### config.mk
export PLATFORM = sky130hd
export DESIGN_NAME = alu_share_arb
export DESIGN_NICKNAME = d
export VERILOG_FILES = /design/src/rtl/alu_share_arb.sv
export SDC_FILE = /design/constraint.sdc
export NUM_CORES = 1
export LEC_CHECK = 0
export CAP_MARGIN = 20
export CORE_AREA = 5 5 206 208
export CTS_BUF_LIST = sky130_fd_sc_hd__clkbuf_4
export CTS_CLUSTER_SIZE = 40
export DETAILED_ROUTE_END_ITERATION = 8
export DIE_AREA = 0 0 211 213
export GPL_ROUTABILITY_DRIVEN = 0
export SYNTH_ARGS = -nofsm -noshare
export SYNTH_HDL_FRONTEND = slang
export SYNTH_SLANG_ARGS = --single-unit
### constraint.sdc
create_clock -name clk -period 4.2 [get_ports clk]
set_clock_uncertainty 0.15 [all_clocks]
set_input_delay 0.84 -clock clk [delete_from_list [all_inputs] [get_ports clk]]
set_output_delay 0.84 -clock clk [all_outputs]
set_load 0.1 [all_outputs]
### src/rtl/alu_share_arb.sv
// alu_share_arb: sequences two requesters onto one shared combinational ALU.
// Define ALU_ARB_FIXED_PRIO_EN for fixed priority (port 0 wins) instead of round-robin.
module alu_share_arb #(
    parameter int XLEN = 64,
    parameter int OP_W = 4
) (
    input  logic            clk,
    input  logic            rst,
    input  logic            req0_valid,
    output logic            req0_ready,
    input  logic [OP_W-1:0] req0_op,
    input  logic [XLEN-1:0] req0_op1,
    input  logic [XLEN-1:0] req0_op2,
    input  logic            req1_valid,
    output logic            req1_ready,
    input  logic [OP_W-1:0] req1_op,
    input  logic [XLEN-1:0] req1_op1,
    input  logic [XLEN-1:0] req1_op2,
    output logic            rsp0_valid,
    input  logic            rsp0_ready,
    output logic            rsp1_valid,
    input  logic            rsp1_ready,
    output logic [XLEN-1:0] rsp_result,
    output logic            rsp_eq,
    output logic            rsp_less,
    output logic [OP_W-1:0] alu_op,
    output logic [XLEN-1:0] alu_op1,
    output logic [XLEN-1:0] alu_op2,
    input  logic [XLEN-1:0] alu_result,
    input  logic            alu_eq,
    input  logic            alu_less,
    output logic            busy
);

    typedef enum logic [1:0] {
        IDLE = 2'd0,
        EXEC = 2'd1,
        RESP = 2'd2
    } state_t;

    state_t state;
    state_t state_nx;

    logic            owner;
    logic [OP_W-1:0] op_q;
    logic [XLEN-1:0] op1_q;
    logic [XLEN-1:0] op2_q;
    logic [XLEN-1:0] res_q;
    logic            eq_q;
    logic            less_q;

    logic pick1;
    logic grant0;
    logic grant1;
    logic accept;
    logic rsp_done;

`ifdef ALU_ARB_FIXED_PRIO_EN
    always_comb pick1 = !req0_valid;
`else
    logic last_grant;

    // Under contention the port that lost last time goes first.
    always_comb pick1 = req1_valid && (!req0_valid || !last_grant);
`endif

    // Readies stay low through reset so nothing is accepted and then lost.
    always_comb begin
        grant0 = 1'b0;
        grant1 = 1'b0;
        if (state == IDLE && !rst) begin
            grant0 = req0_valid && !pick1;
            grant1 = req1_valid && pick1;
        end
    end

    assign accept   = grant0 || grant1;
    assign rsp_done = (state == RESP) &&
                      (owner ? rsp1_ready : rsp0_ready);

    always_ff @(posedge clk) begin
        if (rst) begin
            state <= IDLE;
        end else begin
            state <= state_nx;
        end
    end

    always_comb begin
        state_nx = state;
        unique case (state)
            IDLE:    if (accept) state_nx = EXEC;
            EXEC:    state_nx = RESP;
            RESP:    if (rsp_done) state_nx = IDLE;
            default: state_nx = IDLE;
        endcase
    end

    always_comb begin
        req0_ready = grant0;
        req1_ready = grant1;
        rsp0_valid = 1'b0;
        rsp1_valid = 1'b0;
        alu_op     = '0;
        alu_op1    = '0;
        alu_op2    = '0;
        busy       = (state != IDLE);
        unique case (state)
            EXEC: begin
                alu_op  = op_q;
                alu_op1 = op1_q;
                alu_op2 = op2_q;
            end
            RESP: begin
                rsp0_valid = !owner;
                rsp1_valid = owner;
            end
            default: ;
        endcase
    end

    always_ff @(posedge clk) begin
        if (rst) begin
            owner <= 1'b0;
            op_q  <= '0;
            op1_q <= '0;
            op2_q <= '0;
        end else if (accept) begin
            unique case (1'b1)
                grant0: begin
                    owner <= 1'b0;
                    op_q  <= req0_op;
                    op1_q <= req0_op1;
                    op2_q <= req0_op2;
                end
                grant1: begin
                    owner <= 1'b1;
                    op_q  <= req1_op;
                    op1_q <= req1_op1;
                    op2_q <= req1_op2;
                end
            endcase
        end
    end

`ifndef ALU_ARB_FIXED_PRIO_EN
    always_ff @(posedge clk) begin
        if (rst) begin
            last_grant <= 1'b1;
        end else if (accept) begin
            last_grant <= grant1;
        end
    end
`endif

    // Result is only sampled while the ALU sees our operands, then held.
    always_ff @(posedge clk) begin
        if (rst) begin
            res_q  <= '0;
            eq_q   <= 1'b0;
            less_q <= 1'b0;
        end else if (state == EXEC) begin
            res_q  <= alu_result;
            eq_q   <= alu_eq;
            less_q <= alu_less;
        end
    end

    assign rsp_result = res_q;
    assign rsp_eq     = eq_q;
    assign rsp_less   = less_q;

endmodule

==> flow_metrics.env <==
export IMPL_outcome="finished, final reports clean"
export IMPL_layout_setup_ws_ps=653.6
export IMPL_hold_start="rsp_result[25]$_SDFFE_PP0N_"
export IMPL_fin_crit_ps=3546
export IMPL_ios=539
export IMPL_holdCritPathClass="reg2reg"
export IMPL_critPathKind="reg2out"
export IMPL_critPathMaxFanout=122
export IMPL_cts_buffers_inserted=59
export IMPL_tritoncts="done"
export IMPL_postCtsSetupBuffers=0
export IMPL_grt_pass1_vias=11580
export IMPL_dieArea_mm2=0.04494
export IMPL_initial_core_util=0.2558
export IMPL_r2r_cells=5
export IMPL_cts_resized=0
export IMPL_numPortBuffers=538
export IMPL_min_path_cells=2
export IMPL_final_cell_mix="clkdlybuf4s50_1 (399), dfxtp_1 (202), a21oi_1 (199)"
export IMPL_core_area_mm2=0.04037
export IMPL_chipWidth_um=211
export IMPL_routed_top_layer="met4"
export IMPL_wl_per_cell_um=20.30
export IMPL_wirelength_um=46220
export IMPL_max_stage_delay_ps=510
export IMPL_antenna_found_initial=3
export IMPL_cts_root_buffer="clkbuf_4"
export IMPL_grt_setup_unrepaired="no"
export IMPL_regToRegSetupSlack_ps=1770
export IMPL_h_tree_depth=2
export IMPL_die_h_um=213
export IMPL_maxCapViolations=0
export IMPL_met2WireLength_um=22170
export IMPL_regToRegEndpoint="op2_q[32]$_SDFFE_PP0P_"
export IMPL_postSynthCellCount=1250
export IMPL_grt_pass1_wl_um=68630
export IMPL_grt_max_degree=147
export IMPL_fmax_mhz=282.0
export IMPL_hold_end="rsp_result[25]$_SDFFE_PP0N_"
export IMPL_start_kind="flip-flop"
export IMPL_hpwl_um=30030
export IMPL_drc=0
export IMPL_required_ps=3210
export IMPL_ys_warnings_count=0
export IMPL_setup_viol=0
export IMPL_path_cells="nor2b_4 > buf_12 > and2_1 > buf_4"
export IMPL_cp_startpoint="state[0]$_SDFFE_PP0P_"
export IMPL_powerDensity_mw_per_mm2=375.3
export IMPL_area_growth_pct=58.71
export IMPL_syn_nets=1586
export IMPL_fillerInstances=4130
export IMPL_num_rows=74
export IMPL_path_clk_slew_ps=60
export IMPL_slew_headroom=0.2932
export IMPL_final_layout_size_suffix_gt1_frac=0.1883
export IMPL_dp_slack_ps=1037
export IMPL_ys_ff_latch=202
export IMPL_viasPerCell=5.209
export IMPL_ir_drop_v=0.0001771
export IMPL_ys_types=28
export IMPL_overflow=0
export IMPL_syn_cell_area_mm2=0.01033
export IMPL_yosysSeqAreaShare=0.3916
export IMPL_drt_iter0_drc=917
export IMPL_nNetsFinal=2037
export IMPL_crit_slowest_cell="dfxtp_1"
export IMPL_avgSynthCellArea_um2=8.262
export IMPL_layout_commonest_cell="clkdlybuf4s50_1"
export IMPL_wl_met3_um=3896
export IMPL_vias=11860
export IMPL_cts_buffer_depth=3
export IMPL_slew_viol_final=0
export IMPL_p_leak_nw=5.758
export IMPL_endpoint_kind="output port"
export IMPL_dr_pass1_iters=5
export IMPL_tightest_slew_ps=1057
export IMPL_wl_met1_um=19130
export IMPL_clk_insertion_delay_late_ps=740
export IMPL_cts_hold_fix_buffers=0
export IMPL_cts_sinks=202
export IMPL_r2r_start="state[1]$_SDFFE_PP0P_"
export IMPL_grt_usage=0.1891
export IMPL_finalHoldViolCount=0
export IMPL_drtAntennaViolNets=0
export IMPL_worstPathArrival_ps=2560
export IMPL_setup_tns_ps=0
export IMPL_post_route_period_util=0.8444
[power by group]
group / switching (mW) / internal (mW)
clock: 0.901 / 0.990
combinational: 1.39 / 0.691
sequential: 0.0870 / 2.09
total: 2.38 / 3.77
[synthesized netlist by cell type (all sizes together)]
| cell type | instances | area [um2] |
|---|---|---|
| dfxtp | 202 | 4044 |
| a21oi | 199 | 996.0 |
| nand2 | 134 | 503.0 |
| and2 | 133 | 832.1 |
| a311oi | 132 | 1594 |
| nand4 | 132 | 825.8 |
| o21ai | 132 | 660.6 |
| clkbuf | 113 | 424.2 |
| buf | 55 | 321.5 |
| inv | 2 | 7.510 |
| nor2 | 2 | 7.510 |
| nor2b | 2 | 12.51 |
| nor3b | 2 | 15.01 |
| a21bo | 1 | 10.01 |
| a221o | 1 | 10.01 |
| a31o | 1 | 8.760 |
| and3b | 1 | 8.760 |
| mux2i | 1 | 10.01 |
| nand2b | 1 | 6.260 |
| nand3b | 1 | 7.510 |
| nor3 | 1 | 10.01 |
| or2 | 1 | 6.260 |
| or3 | 1 | 6.260 |
[registers in the layout, summed over array words and instances, names as in the netlist]
name and flops:
op_q 4, op2_q 64, last_grant 1, op1_q 64, state 2, rsp_result 64, rsp_eq 1, rsp_less 1
owner 1
[worst max path at each step]
| stage | to | slack [ps] |
|---|---|---|
| after global placement | req1_ready | 1040 |
| final | alu_op2[54] | 650 |
| after detailed placement | req1_ready | 1040 |
| after floorplan | req1_ready | 300 |
| after CTS | alu_op2[54] | 560 |
| after global routing | alu_op2[54] | 470 |
[area by class of cell]
class | instances | area (um2) | share of cell area
Sequential cell | 202 | 4044 | 0.2467
Multi-Input combinational cell | 878 | 5575 | 0.3402
Clock inverter | 16 | 88.84 | 0.005420
Tap cell | 532 | 665.6 | 0.04061
Clock buffer | 86 | 645.6 | 0.03939
Timing Repair Buffer | 558 | 5356 | 0.3268
Antenna cell | 3 | 7.507 | 0.0004580
Inverter | 2 | 7.507 | 0.0004580
[through the flow]
stage,area (um2),instances,total power [mW],util,hold WS (ps)
floorplan,10330,1250,3.591,-,338.5
global placement,15650,2172,4.288,0.3876,290.7
detailed placement,15650,2172,4.306,0.3876,295.9
CTS,16380,2274,6.231,0.4058,226.5
global route,16390,2277,6.476,0.4060,219.1
finish,16390,2277,6.151,0.4060,303.1
[logic make-up after synthesis]
kind of cell    synth area share
mux                    0.0009693
compound gates            0.3175
buf+inv                  0.07293
flops                     0.3916
simple gates              0.2170
[layer usage]
| layer | vias up | track usage |
|---|---|---|
| li1 | 5582 | - |
| met3 | 68 | 0.05818 |
| met2 | 546 | 0.3102 |
| met5 | - | 0 |
| met4 | 0 | 0.05813 |
| met1 | 5665 | 0.2395 |
[critical path: cells and delay by family (launching register included)]
family	cells	cell delay [ps]
simple gates	2	510
buf+inv	2	710
flops	1	510
Note: power is estimated with default switching activity, not from simulation.
